**src/rtl/input_port_rc_buffer.sv**
```systemverilog
// Input-port flit FIFO with XY route computation on the head flit.
// The head path is combinational from the FIFO; misrouted heads are dropped automatically.
module input_port_rc_buffer #(
    parameter int DEPTH    = 8,
    parameter int WIDTH    = 3,
    parameter int DATASIZE = 40,
    parameter int CUR_X    = 0,
    parameter int CUR_Y    = 2,
    parameter int HAS_W    = 0
) (
    input  logic                clk,
    input  logic                rst_n,
    input  logic [DATASIZE-1:0] data_in,
    input  logic                data_valid_in,
    output logic                full,
    input  logic                ready,
    output logic [3:0]          label,
    output logic [DATASIZE-1:0] data_out,
    output logic [7:0]          drop_cnt,
    output logic                overflow
);

    localparam logic [1:0]   CX    = CUR_X[1:0];
    localparam logic [1:0]   CY    = CUR_Y[1:0];
    localparam logic [WIDTH:0] DEPTH_C = (WIDTH+1)'(DEPTH);
    localparam logic [WIDTH-1:0] LAST  = WIDTH'(DEPTH - 1);

    logic [DATASIZE-1:0] mem [DEPTH];
    logic [WIDTH-1:0]    rd_ptr, wr_ptr;
    logic [WIDTH:0]      count, count_nxt;
    logic [DATASIZE-1:0] head;
    logic [1:0]          dst_x, dst_y;
    logic [3:0]          route;
    logic                empty, misroute, push, pop, attempt;

    assign head  = mem[rd_ptr];
    assign dst_x = head[33:32];
    assign dst_y = head[35:34];
    assign empty = (count == '0);

    always_comb begin
        route = 4'b0000;
        if (dst_x > CX)      route = 4'b0010;
        else if (dst_x < CX) route = 4'b1000;
        else if (dst_y > CY) route = 4'b0001;
        else if (dst_y < CY) route = 4'b0100;
    end

    // A head routed West with no West output can never be granted, so it is flushed.
    assign misroute = !empty && (route == 4'b1000) && (HAS_W == 0);
    assign label    = (empty || misroute) ? 4'b1111 : route;
    assign data_out = empty ? '0 : head;

    // Null flits (type 00) are neither stored nor treated as push attempts.
    assign attempt = data_valid_in && (data_in[1:0] != 2'b00);
    assign push    = attempt && !full;
    assign pop     = !empty && (misroute || (ready && label != 4'b1111));

    always_comb begin
        count_nxt = count;
        case ({push, pop})
            2'b10:   count_nxt = count + 1'b1;
            2'b01:   count_nxt = count - 1'b1;
            default: count_nxt = count;
        endcase
    end

    always_ff @(posedge clk) begin
        if (push) mem[wr_ptr] <= data_in;
    end

    always_ff @(posedge clk or negedge rst_n) begin
        if (!rst_n) begin
            rd_ptr   <= '0;
            wr_ptr   <= '0;
            count    <= '0;
            full     <= 1'b0;
            drop_cnt <= '0;
            overflow <= 1'b0;
        end else begin
            if (push) wr_ptr <= (wr_ptr == LAST) ? '0 : wr_ptr + 1'b1;
            if (pop)  rd_ptr <= (rd_ptr == LAST) ? '0 : rd_ptr + 1'b1;
            count <= count_nxt;
            full  <= (count_nxt == DEPTH_C);
            if (attempt && full)                 overflow <= 1'b1;
            if (misroute && drop_cnt != 8'hFF)   drop_cnt <= drop_cnt + 1'b1;
        end
    end

endmodule
```
**config.mk**
```make
export PLATFORM = sky130hd
export DESIGN_NAME = input_port_rc_buffer
export DESIGN_NICKNAME = d
export VERILOG_FILES = /design/src/rtl/input_port_rc_buffer.sv
export SDC_FILE = /design/constraint.sdc
export NUM_CORES = 1
export LEC_CHECK = 0
export CAP_MARGIN = 0
export CORE_ASPECT_RATIO = 0.6
export CORE_MARGIN = 10
export CORE_UTILIZATION = 50
export CTS_CLUSTER_DIAMETER = 40
export DETAILED_ROUTE_END_ITERATION = 6
export GPL_ROUTABILITY_DRIVEN = 0
export PLACE_DENSITY = 0.75
export RECOVER_POWER = 50
export REMOVE_ABC_BUFFERS = 1
export SYNTH_ARGS = -nofsm -noshare
export SYNTH_HDL_FRONTEND = slang
export SYNTH_SLANG_ARGS = --single-unit
export TNS_END_PERCENT = 10
```
**constraint.sdc**
```tcl
create_clock -name clk -period 10.81 [get_ports clk]
set_input_delay 2.162 -clock clk [delete_from_list [all_inputs] [get_ports clk]]
set_output_delay 2.162 -clock clk [all_outputs]
set_load 0.05 [all_outputs]
```
# Yosys cells after proc, flatten, opt, wreduce, memory -nomap -nowiden
# Memory sizes are Yosys's and may differ from the RTL's.
# Cells that the tools add are included.
totals:
  regBits: 20
  wordCells: 48
  inputBits: 44
  ramBits: 320
  out_inout_bits: 54
  mem_count: 1
classes:
  addsub: 5
  n_eq_ne: 8
  reduce_logical: 13
  mux: 11
  order_cmp: 4
mem_list:
  columns: ["memory", "words", "width", "rd", "rd_ports_with_merged_regs", "wr", "line_no", "source"]
  rows:
  - ["mem", 8, 40, 1, 0, 1, "28", "logic [DATASIZE-1:0] mem [DEPTH];"]
op_table:
  columns: ["op", "count"]
  rows:
  - ["$mux W40", 1]
  - ["$mux W3", 4]
  - ["$mux W4", 3]
  - ["$add A8 B1 Y8 const B", 1]
  - ["$eq A4 B4 Y1 const B", 2]
  - ["$ne A8 B8 Y1 const B", 1]
  - ["$pmux W4 S2", 1]
  - ["$logic_and A1 B1 Y1", 7]
  - ["$add A3 B1 Y3 const B", 2]
  - ["$eq A3 B3 Y1 const B", 2]
  - ["$add A4 B1 Y4 const B", 1]
  - ["$logic_not A4 Y1", 1]
  - ["$ne A4 B4 Y1 const B", 1]
  - ["$sub A4 B1 Y4 const B", 1]
  - ["$eq A2 B1 Y1 const B", 1]
  - ["$eq A2 B2 Y1 const B", 1]
  - ["$gt A2 B1 Y1 const B", 1]
  - ["$gt A2 B2 Y1 const B", 1]
  - ["$logic_not A1 Y1", 2]
  - ["$logic_or A1 B1 Y1", 2]
  - ["$lt A2 B1 Y1 const B", 1]
  - ["$lt A2 B2 Y1 const B", 1]
  - ["$mux W1", 2]
  - ["$reduce_bool A2 Y1", 1]

# Longest topological paths before layout
# Gate-level depths: netlist of run 1.
# An unclocked memory read counts as a cell.
depth:
  depth_word: 17
  mapped_depth: 10
  ltp_nobuf: 9

# Least setup slack after synthesis of run 1
# OpenSTA, ideal clock, no wires.
synth_path:
  kind: "input -> register"
  startpoint: "input port data_in[1]"
  endpoint: "memory mem[2][0], enable pin"
  path_slack_ps: 3470
  setup_ps: 551
  t_arrival_ps: 6789
  path_buffers: 0
  t_required_ps: 10259
  stages: 4
  path_cell_list: "o21ai_2 nor2_1 inv_2 nor4b_1"
synth_between:
  elab_chain_len: 5
synth_lines:
  columns: ["item", "line_no", "source"]
  rows:
  - ["start: declaration", "13", "input logic [DATASIZE-1:0] data_in,"]
  - ["$reduce_bool A2 Y1", "55", "assign attempt = data_valid_in && (data_in[1:0] != 2'b00);"]
  - ["$logic_and A1 B1 Y1", "55", null]
  - ["$logic_and A1 B1 Y1", "56", "assign push = attempt && !full;"]
  - ["$mux W1", "69", "if (push) mem[wr_ptr] <= data_in;"]
  - ["$mux W1 (not written as such)", "69", null]
  - ["end: declaration", "28", null]
# No other way between the ends.

# Final worst setup path of run 1
layout_path:
  startpoint: "register rd_ptr[0]"
  endpoint: "output port label[0]"
layout_between:
  elab_chain_len: 10
  elab_cells_between_ends: 13
  cone_classes: "4 x order compare; 1 x eq/ne; 5 x mux; 2 x reduce/logical; 1 x memory"
layout_lines:
  columns: ["item", "line_no", "source"]
  rows:
  - ["start: declaration", "29", "logic [WIDTH-1:0] rd_ptr, wr_ptr;"]
  - ["start signal: assignment", "82", "if (pop) rd_ptr <= (rd_ptr == LAST) ? '0 : rd_ptr + 1'b1;"]
  - ["$mem_v2 Z8 W40 *", null, null]
  - ["$lt A2 B2 Y1", "46", "else if (dst_y < CY) route = 4'b0100;"]
  - ["$mux W3", "46", null]
  - ["$mux W3", "45", "else if (dst_y > CY) route = 4'b0001;"]
  - ["$mux W4", "44", "else if (dst_x < CX) route = 4'b1000;"]
  - ["$mux W4 *", "43", "if (dst_x > CX) route = 4'b0010;"]
  - ["$eq A4 B4 Y1", "50", "assign misroute = !empty && (route == 4'b1000) && (HAS_W == 0);"]
  - ["$logic_and A1 B1 Y1", "50", null]
  - ["$logic_or A1 B1 Y1", "51", "assign label = (empty || misroute) ? 4'b1111 : route;"]
  - ["$mux W4 *", "51", null]
  - ["end: declaration", "17", "output logic [3:0] label,"]
# Mark *: on every way between the ends. The rest lies on a longest branch, timed or not.

==> impl.org, run 1 <==
** CTS
- Total CTS buffers :: 31
- CTS placed an instance of clkbuf_16 at the clock tree root.
- CTS HTree Levels :: 1
- Clock latency at the later pin of the worst-skew pair :: 0.56 ns
- Hold repair after CTS inserted 0 buffers.
- After clock tree synthesis, the clock-pin slew on the worst setup and hold paths is 0.07 ns.
- Number of buffers added for setup after CTS :: 0
- The longest clock path from root to sink contains 3 buffers.
- The clock net in this run drives a total of 332 sinks.
- TritonCTS clock tree :: built
- Post-CTS repair changed the size of 0 cells.

** Cells and area
- In the final design database the tool counted 755 nets.
- In the layout the commonest cells are edfxtp_1, mux4_2, clkdlybuf4s50_1.
- Share of cells above drive strength 1 :: 21.81%
- Area Overhead vs Synth :: 18.07%
- Area used by multi-input combinational logic :: 0.002882 sq mm
- The library cell used most frequently in the layout, excluding fill and tap cells, is edfxtp_1.
- In the final layout, flip-flops and latches occupy 0.009921 sq mm.
- For this run, the number of standard cells in the final layout without fillers is 1,083.
- After filler insertion, the fill cell instance count of the layout stands at 1,758.

** Yosys
- Fraction of synthesized cell area in xor and xnor cells :: 0.3378%
- Post-synthesis simple-gate area fraction :: 2.451%
- The synthesized netlist occupies a cell area of 0.01296 sq mm.
- Adder-cell share of the synthesized area :: 0.5790%
- The average instance in the mapped netlist occupies 21.68 sq um.
- Sequential cells were found to cover 76.43% of the synthesized design area.
- Area contributors post-synth :: edfxtp_1, mux4_2, mux2i_1
- The synthesized design devotes to its leading area cell type 74.12% of total area.
- Counting distinct cell types in the post-synthesis netlist gives 38.
- Cell accounting for the most synthesized area :: edfxtp_1
- In this run, synthesis produced a sequential element count of 332.
- Fraction of registers with async set/reset :: 3.614%
- Most instantiated flip-flop cell in the synthesis netlist :: edfxtp_1
- Post-synthesis mux area share :: 17.32%
- Combinational family with the most area after synthesis :: multiplexers
- EDFF count, synth :: 320
- The synthesized netlist devotes 1.158% of its cell area to compound gates.
- Warnings, synthesis :: 0
- The cell count after synthesis came out at 598.

** Worst setup path
- Kind of start point of the critical path :: flip-flop
- Across all register-to-register paths, the minimum setup slack is 7.86 ns.
- In this run the critical register-to-register path is captured at full.
- Data arrival time of the critical path :: 4.40 ns
- R2R depth :: 9
- Biggest fanout along the worst timing path :: 44
- Endpoint kind of the worst setup timing path :: output pin
- Worst path required time :: 8.65 ns
- FF-to-FF Start :: count[1]
- Classification of the worst setup path :: flip-flop to output pin

** Timing
- For the final database, setup skew stands at 0.01693 ns.
- Based on the critical path, the design can be clocked at up to 152.4 MHz.
- Slew at the pin with the worst max-slew slack :: 1.495 ns
- The count of pins over their slew limit is 0.
- Hold Violations, Final :: 0
- Fin crit period :: 6.560 ns
- Max-slew headroom at the worst pin :: 0.3256%
- Setup violations remaining at the end of the flow were counted as 0.
- Adding up every negative setup slack in the final design gives 0 ns.
- The worst path uses 60.68% of the clock period.
- RSZ-0062 raised after global routing :: no

** Power
- Int Pwr :: 2.929 mW
- Power spread over the standard cell area amounts to 301.5 mW/mm^2.
- The analysis attributes to cell leakage a power of 5.026 nW.
- VDD sags by at most 0.1668 mV.
- Clock network power share :: 24.0%
- Reg power frac :: 38.9%
- Summed over all nets, the switching power comes to 1.686 mW.
- In this run, the combinational gates consume 37.1% of the power.
- Net switching is 36.54% of the power.

** Die
- The floorplan step defined a die boundary enclosing 0.03298 sq mm.
- Top-level port count :: 98
- Width of the die :: 227.9 microns
- # rows :: 45
- Die extent in y :: 144.7 microns
- Initial standard-cell utilization of the core :: 51.06%
- The total area inside the core boundary comes to 0.02539 sq mm.

** Route
- Total vias in the final route :: 6,100
- Routed wire length :: 26,030 microns
- Post-route DRC :: 0
- The detailed router finished its first iteration with 541 violations.
- The count of nets left with antenna violations once routing finished came out at 0.
- Detailed Routing Iterations Pass 1 :: 4
- DR WL/cell :: 24.03 microns
- DR vias/cell :: 5.633

** Run status
- The flow ran to the end, but the final reports show violations.
- Violations in the final reports :: max-capacitance violations

** Hold path
- The worst hold path terminates at overflow.
- The startpoint identified for the worst hold timing path is overflow.
- Cell depth of the worst hold path :: 1
- Worst min-delay path category :: flip-flop to flip-flop

** Global routing
- The number of antenna violations at the first check in global routing came to 6.
- Maximum number of pins on one net before global-route repair :: 83
- Combined global-route utilization of all metal layers :: 15.82%
- Sum of overflow across all layers after global routing :: 0
- The via count of the first global-routing pass came to 6,529.
- Wire length of the first global-routing pass :: 39,880 microns

** Run
- Across the run, the number of max-cap violations was 1.

** Placed design
- Once placement completed, the tool counted placed cells totaling 1,024.
- Number of buffers added on ports :: 89
- Detailed placement finished with a half-perimeter wire length of 14,740 microns.
==> state kept, by name (all words and copies together), names as in the netlist <==
signal and cells:
wr_ptr 3, count 4, mem 320, overflow 1, rd_ptr 3, full 1
==> logic make-up (layout without fill, tap and decap cells) <==
group / after synthesis / in the layout
DFF: 332 / 332
xor gates and xnor gates: 5 / 5
muxes: 124 / 124
and+or+nand+nor: 71 / 71
adders and majority gates: 6 / 6
other: 1 / 10
AOI/OAI and AO/OA: 17 / 17
buffers and inverters: 42 / 166
==> critical path: stages (launching register included) <==
cell and delay (ns):
dfrtp_4 0.92, buf_4 0.81, mux4_2 0.61, nor3_1 0.19, a21oi_1 0.10, o31ai_1 0.29, clkdlybuf4s50_1 0.85
==> power groups by stage <==
stage                     logic (mW)  clock network (mW)  registers (mW)
after detailed placement        1.74                   0            1.83
after CTS                       1.75                1.13            1.80
after floorplan                 1.22                   0            1.81
after global routing            1.81                1.18            1.82
final                           1.71                1.11            1.79
after global placement          1.71                   0            1.82
==> metal layers <==
layer | up-vias | track usage [%] | share of wire, %
met5 | - | 0 | 0
met4 | 0 | 3.492 | 1.7
met1 | 3201 | 21.65 | 44
met3 | 42 | 3.383 | 5.6
li1 | 2669 | - | -
met2 | 188 | 25.95 | 48
==> how the worst max path moves through the flow <==
stage                   start        to  slack, ns  cells past startpoint
finish              rd_ptr[0]  label[0]       4.25                      6
global route        rd_ptr[0]  label[0]       3.86                      6
CTS                 rd_ptr[0]  label[0]       4.14                      6
detailed placement  rd_ptr[0]  label[0]       4.73                      6
global placement    rd_ptr[0]  label[0]       4.76                      6
floorplan           rd_ptr[0]  label[0]       3.22                      4
==> metrics by stage <==
step	total power, mW	setup WS [ns]	util, %	hold slack (ns)	area, sq um
finish	4.616	4.250	60.28	0.4703	15310
global route	4.819	3.859	60.26	0.5059	15300
CTS	4.682	4.137	60.40	0.4869	15340
detailed placement	3.570	4.735	56.30	0.4726	14300
global placement	3.526	4.757	56.30	0.4845	14300
floorplan	3.024	3.222	-	0.5246	12790
==> cells in the mapped netlist (3+ instances only) <==
cell type and number:
dfrtp_1 12, nor2_1 46, nand2_1 9, mux4_2 80
a21oi_1 3, clkbuf_1 12, ha_1 6, buf_1 4
xnor2_1 4, buf_2 10, edfxtp_1 320, nor3_1 5
mux2_2 3, buf_4 11, mux2i_1 41, a21o_1 3
==> cell type report <==
class                      instances  share of cell area [%]
sequential                       332                   64.81
multi-input combinational        231                   18.82
timing repair buffer             105                   6.555
clock buffer                      36                   5.190
tap                              352                   2.877
clock inverter                    21                   1.610
inverter                           4                 0.09809
antenna                            2                 0.03270
Note: power is estimated with default switching activity, not from simulation.
==> run 2, diff against run 1 <==
==> constraint.sdc (replaced) <==
create_clock -name clk -period 6.2 [get_ports clk]
set_input_delay 1.24 -clock clk [delete_from_list [all_inputs] [get_ports clk]]
set_output_delay 1.24 -clock clk [all_outputs]
set_load 0.05 [all_outputs]
==> run 2 against run 1 <==
Against the previous run:
- the flow now finishes without violations
- setup slack got worse by 3.3 ns
- non-clock buffer count increased by 3
- first-iteration DRC count increased by 31%
- sequential share of layout area increased by 0.085 points
- worst hold slack got worse by 0.0055 ns
- cell area decreased by 0.13%
- clock power increased by 66%
- die area unchanged
- sequential cell count unchanged
- critical endpoint is now data_out[28]
==> impl.org, run 2 (synthesis results as in run 1) <==
** CTS
- The tree is rooted in a clkbuf_16.
- Clk slew on worst S/H paths :: 0.06 ns (about the same)
- The number of buffers inserted by hold repair at cts was 0 (unchanged).
- Number of sinks on the clock net :: 332 (unchanged)
- Number of resized instances in the post-cts repair step :: 0 (unchanged)
- TritonCTS built the clock tree.
- The clock buffer count from CTS was 30 (-3.2%).
- CTS HTree Levels :: 1 (unchanged)
- Number of buffers added for setup after CTS :: 0 (unchanged)
- Clock latency at the later pin of the worst-skew pair :: 0.55 ns (about the same)
- Buffer depth of the longest clock path :: 3 (unchanged)

** Power
- The sequential share of power came to 39.0% (about the same).
- The proportion of power drawn by combinational gates was 37.8% (+0.7 points).
- The share of power burned in the clock network is 23.2% (-0.8 points).
- The total leakage power was 5.020 nW (-0.12%).
- Final Power :: 7.959 mW (+72%)
- The net switching share of the total power was 36.54% (about the same).
- The power dissipated by switching net loads came to 2.909 mW (+72%).
- The peak supply drop came to 0.3473 mV (+110%).
- Int Pwr :: 5.051 mW (+72%)
- The power per cell area is 520.7 mW/mm^2 (+73%).

** Timing
- Period utilisation layout :: 84.94%
- Layout Skew :: 0.009607 ns (-0.007323 ns)
- Slew at the pin with the worst max-slew slack :: 1.131 ns (-0.3637 ns)
- The number of failing hold endpoints at the final stage came to 0 (unchanged).
- The final hold slack is 0.4648 ns (-0.005488 ns).
- The remaining max-slew budget at the tightest pin was 24.57% (+24 points).
- The final setup violation count is 0 (unchanged).
- Pins Over Slew Limit :: 0 (unchanged)
- Derived from the worst setup path, the maximum achievable clock frequency is 189.9 MHz.
- Setup repair after global routing left no endpoint under its margin.
- The routed design could run at a clock period as short as 5.266 ns.

** Placed design
- Half-perimeter wire length of the detailed placement result :: 14,950 microns (+1.4%)
- The cell count after placement was 1,027 (+0.29%).
- Number of buffers added on ports :: 89 (unchanged)

** Cells and area
- In the layout the commonest cells are edfxtp_1, mux4_2, clkdlybuf4s50_1.
- Registers with the highest flip-flop counts :: mem (320), count (4)
- Count of non-filler cells in the finished layout :: 1,082 (-0.092%)
- Fill cell count :: 1,754 (-0.23%)
- Relative to the synthesized area, the layout overhead comes to 17.91%.
- Fin nets :: 757 (+0.26%)
- Leaving out fill and tap cells, the most frequent cell in the layout is edfxtp_1.
- mem holds more flip-flops than any other register.
- Share of cells above drive strength 1 :: 21.63% (-0.19 points)
- Flip-flop count of the largest register after layout :: 320 (unchanged)

** Die
- The effective utilization at floorplan came to 51.06% (unchanged).
- The x dimension of the die came to 227.9 microns (unchanged).
- Die extent in y :: 144.7 microns (unchanged)
- Area of the die :: 0.03298 sq mm (unchanged)
- Area of the core region :: 0.02539 sq mm (unchanged)
- The total number of placement rows came to 45 (unchanged).
- Top-level port count :: 98 (unchanged)

** Route
- Post-route antenna net violation count :: 0 (unchanged)
- Total vias in the final route :: 6,134 (+0.56%)
- The final wirelength came to 25,990 microns (-0.13%).
- The average routed wire per standard cell came to 24.02 microns (about the same).
- The number of remaining DRC errors was 0 (unchanged).
- The routed via count divided by cell count is 5.669 (+0.65%).
- The number of DRC markers in iteration 0 is 707 (+31%).
- The iteration count of the initial detailed-routing pass is 5 (+1).

** Global routing
- Combined global-route utilization of all metal layers :: 15.93% (+0.11 points)
- The via count of the first global-routing pass was 6,572 (+0.66%).
- Wire length of the first global-routing pass :: 40,040 microns (+0.40%)
- The leftover overflow at the end of global routing was 0 (unchanged).
- Initial antenna violation count :: 5 (-1)
- Maximum number of pins on one net before global-route repair :: 56 (-33%)

** Hold path
- The tightest min-delay check is of the flip-flop to flip-flop type.
- Beginning of the worst hold path :: overflow

** Worst setup path
- The most critical setup path has its startpoint at rd_ptr[0].
- The data arrival at the endpoint of the critical path is 4.03 ns (-0.37 ns).
- FF-to-FF Start :: rd_ptr[0]
- Endpoint kind of the worst setup timing path :: output pin
- Biggest fanout along the worst timing path :: 42 (-4.5%)
- Classification of the worst setup path :: flip-flop to output pin
- STA classifies the critical path startpoint as a flip-flop.
- The worst path required time came to 4.96 ns (-3.69 ns).

** Run
- Max-cap violations :: 0 (-1)

** Run status
- The run finished with clean final reports.
-- run 2: cell count changes in the layout (fill, tap and decap cells not counted), moves of 2 or more --
cell / change
buf_4: +2
clkbuf_1: -2
diode_2: +2
nor4b_1: +2
nor4b_2: -2
clkinv_2: -2
-- run 2: metal layers --
layer,up-vias,share of wire (%),global-route usage (%)
li1,2669,-,-
met1,3230,43,21.67
met2,203,49,26.18
met3,32,6.9,3.810
met4,0,1.6,3.038
met5,-,0,0
-- run 2: worst paths after layout --
kind | to | slack [ns] | cells past startpoint
max in group asynchronous | rd_ptr[0] | 4.58 | 1
worst max register to register | rd_ptr[2] | 3.41 | 4
worst min-delay path | overflow | 0.46 | 1
worst min register to register | overflow | 0.46 | 1
min in group asynchronous | count[0] | 1.15 | 1
worst max-delay path | data_out[28] | 0.93 | 5
-- run 2: final cells by class --
cell class                 count  area [sq um]  share of cell area [%]
clock buffer                  33         783.3                   5.124
multi-input combinational    231          2893                   18.92
antenna                        4         10.01                 0.06548
timing repair buffer         108          1022                   6.687
tap                          352         440.4                   2.881
clock inverter                18         202.7                   1.326
inverter                       4         15.01                 0.09822
sequential                   332          9921                   64.90
-- run 2: critical path: stages (launching register included) --
cell             delay [ns]
dfrtp_4                0.97
clkbuf_1               0.90
mux4_2                 0.62
mux2i_1                0.15
nor2_1                 0.06
clkdlybuf4s50_1        0.76
-- run 2: power by group through the flow --
stage / logic, mW / clock network, mW / registers [mW]
after detailed placement: 3.06 / 0 / 3.16
after global placement: 3.02 / 0 / 3.14
final: 3.01 / 1.84 / 3.11
after CTS: 3.08 / 1.88 / 3.12
after floorplan: 2.12 / 0 / 3.15
after global routing: 3.19 / 1.98 / 3.15
-- run 2: through the flow --
stage	setup slack [ns]	utilization, %	setup TNS, ns	instance area (sq um)
6_report	0.9340	60.20	0	15290
5_1_grt	0.5700	60.18	0	15280
4_1_cts	1.267	60.27	0	15300
3_5_place_dp	1.892	56.39	0	14320
3_3_place_gp	1.897	56.39	0	14320
2_1_floorplan	-0.4656	-	-17.24	12790
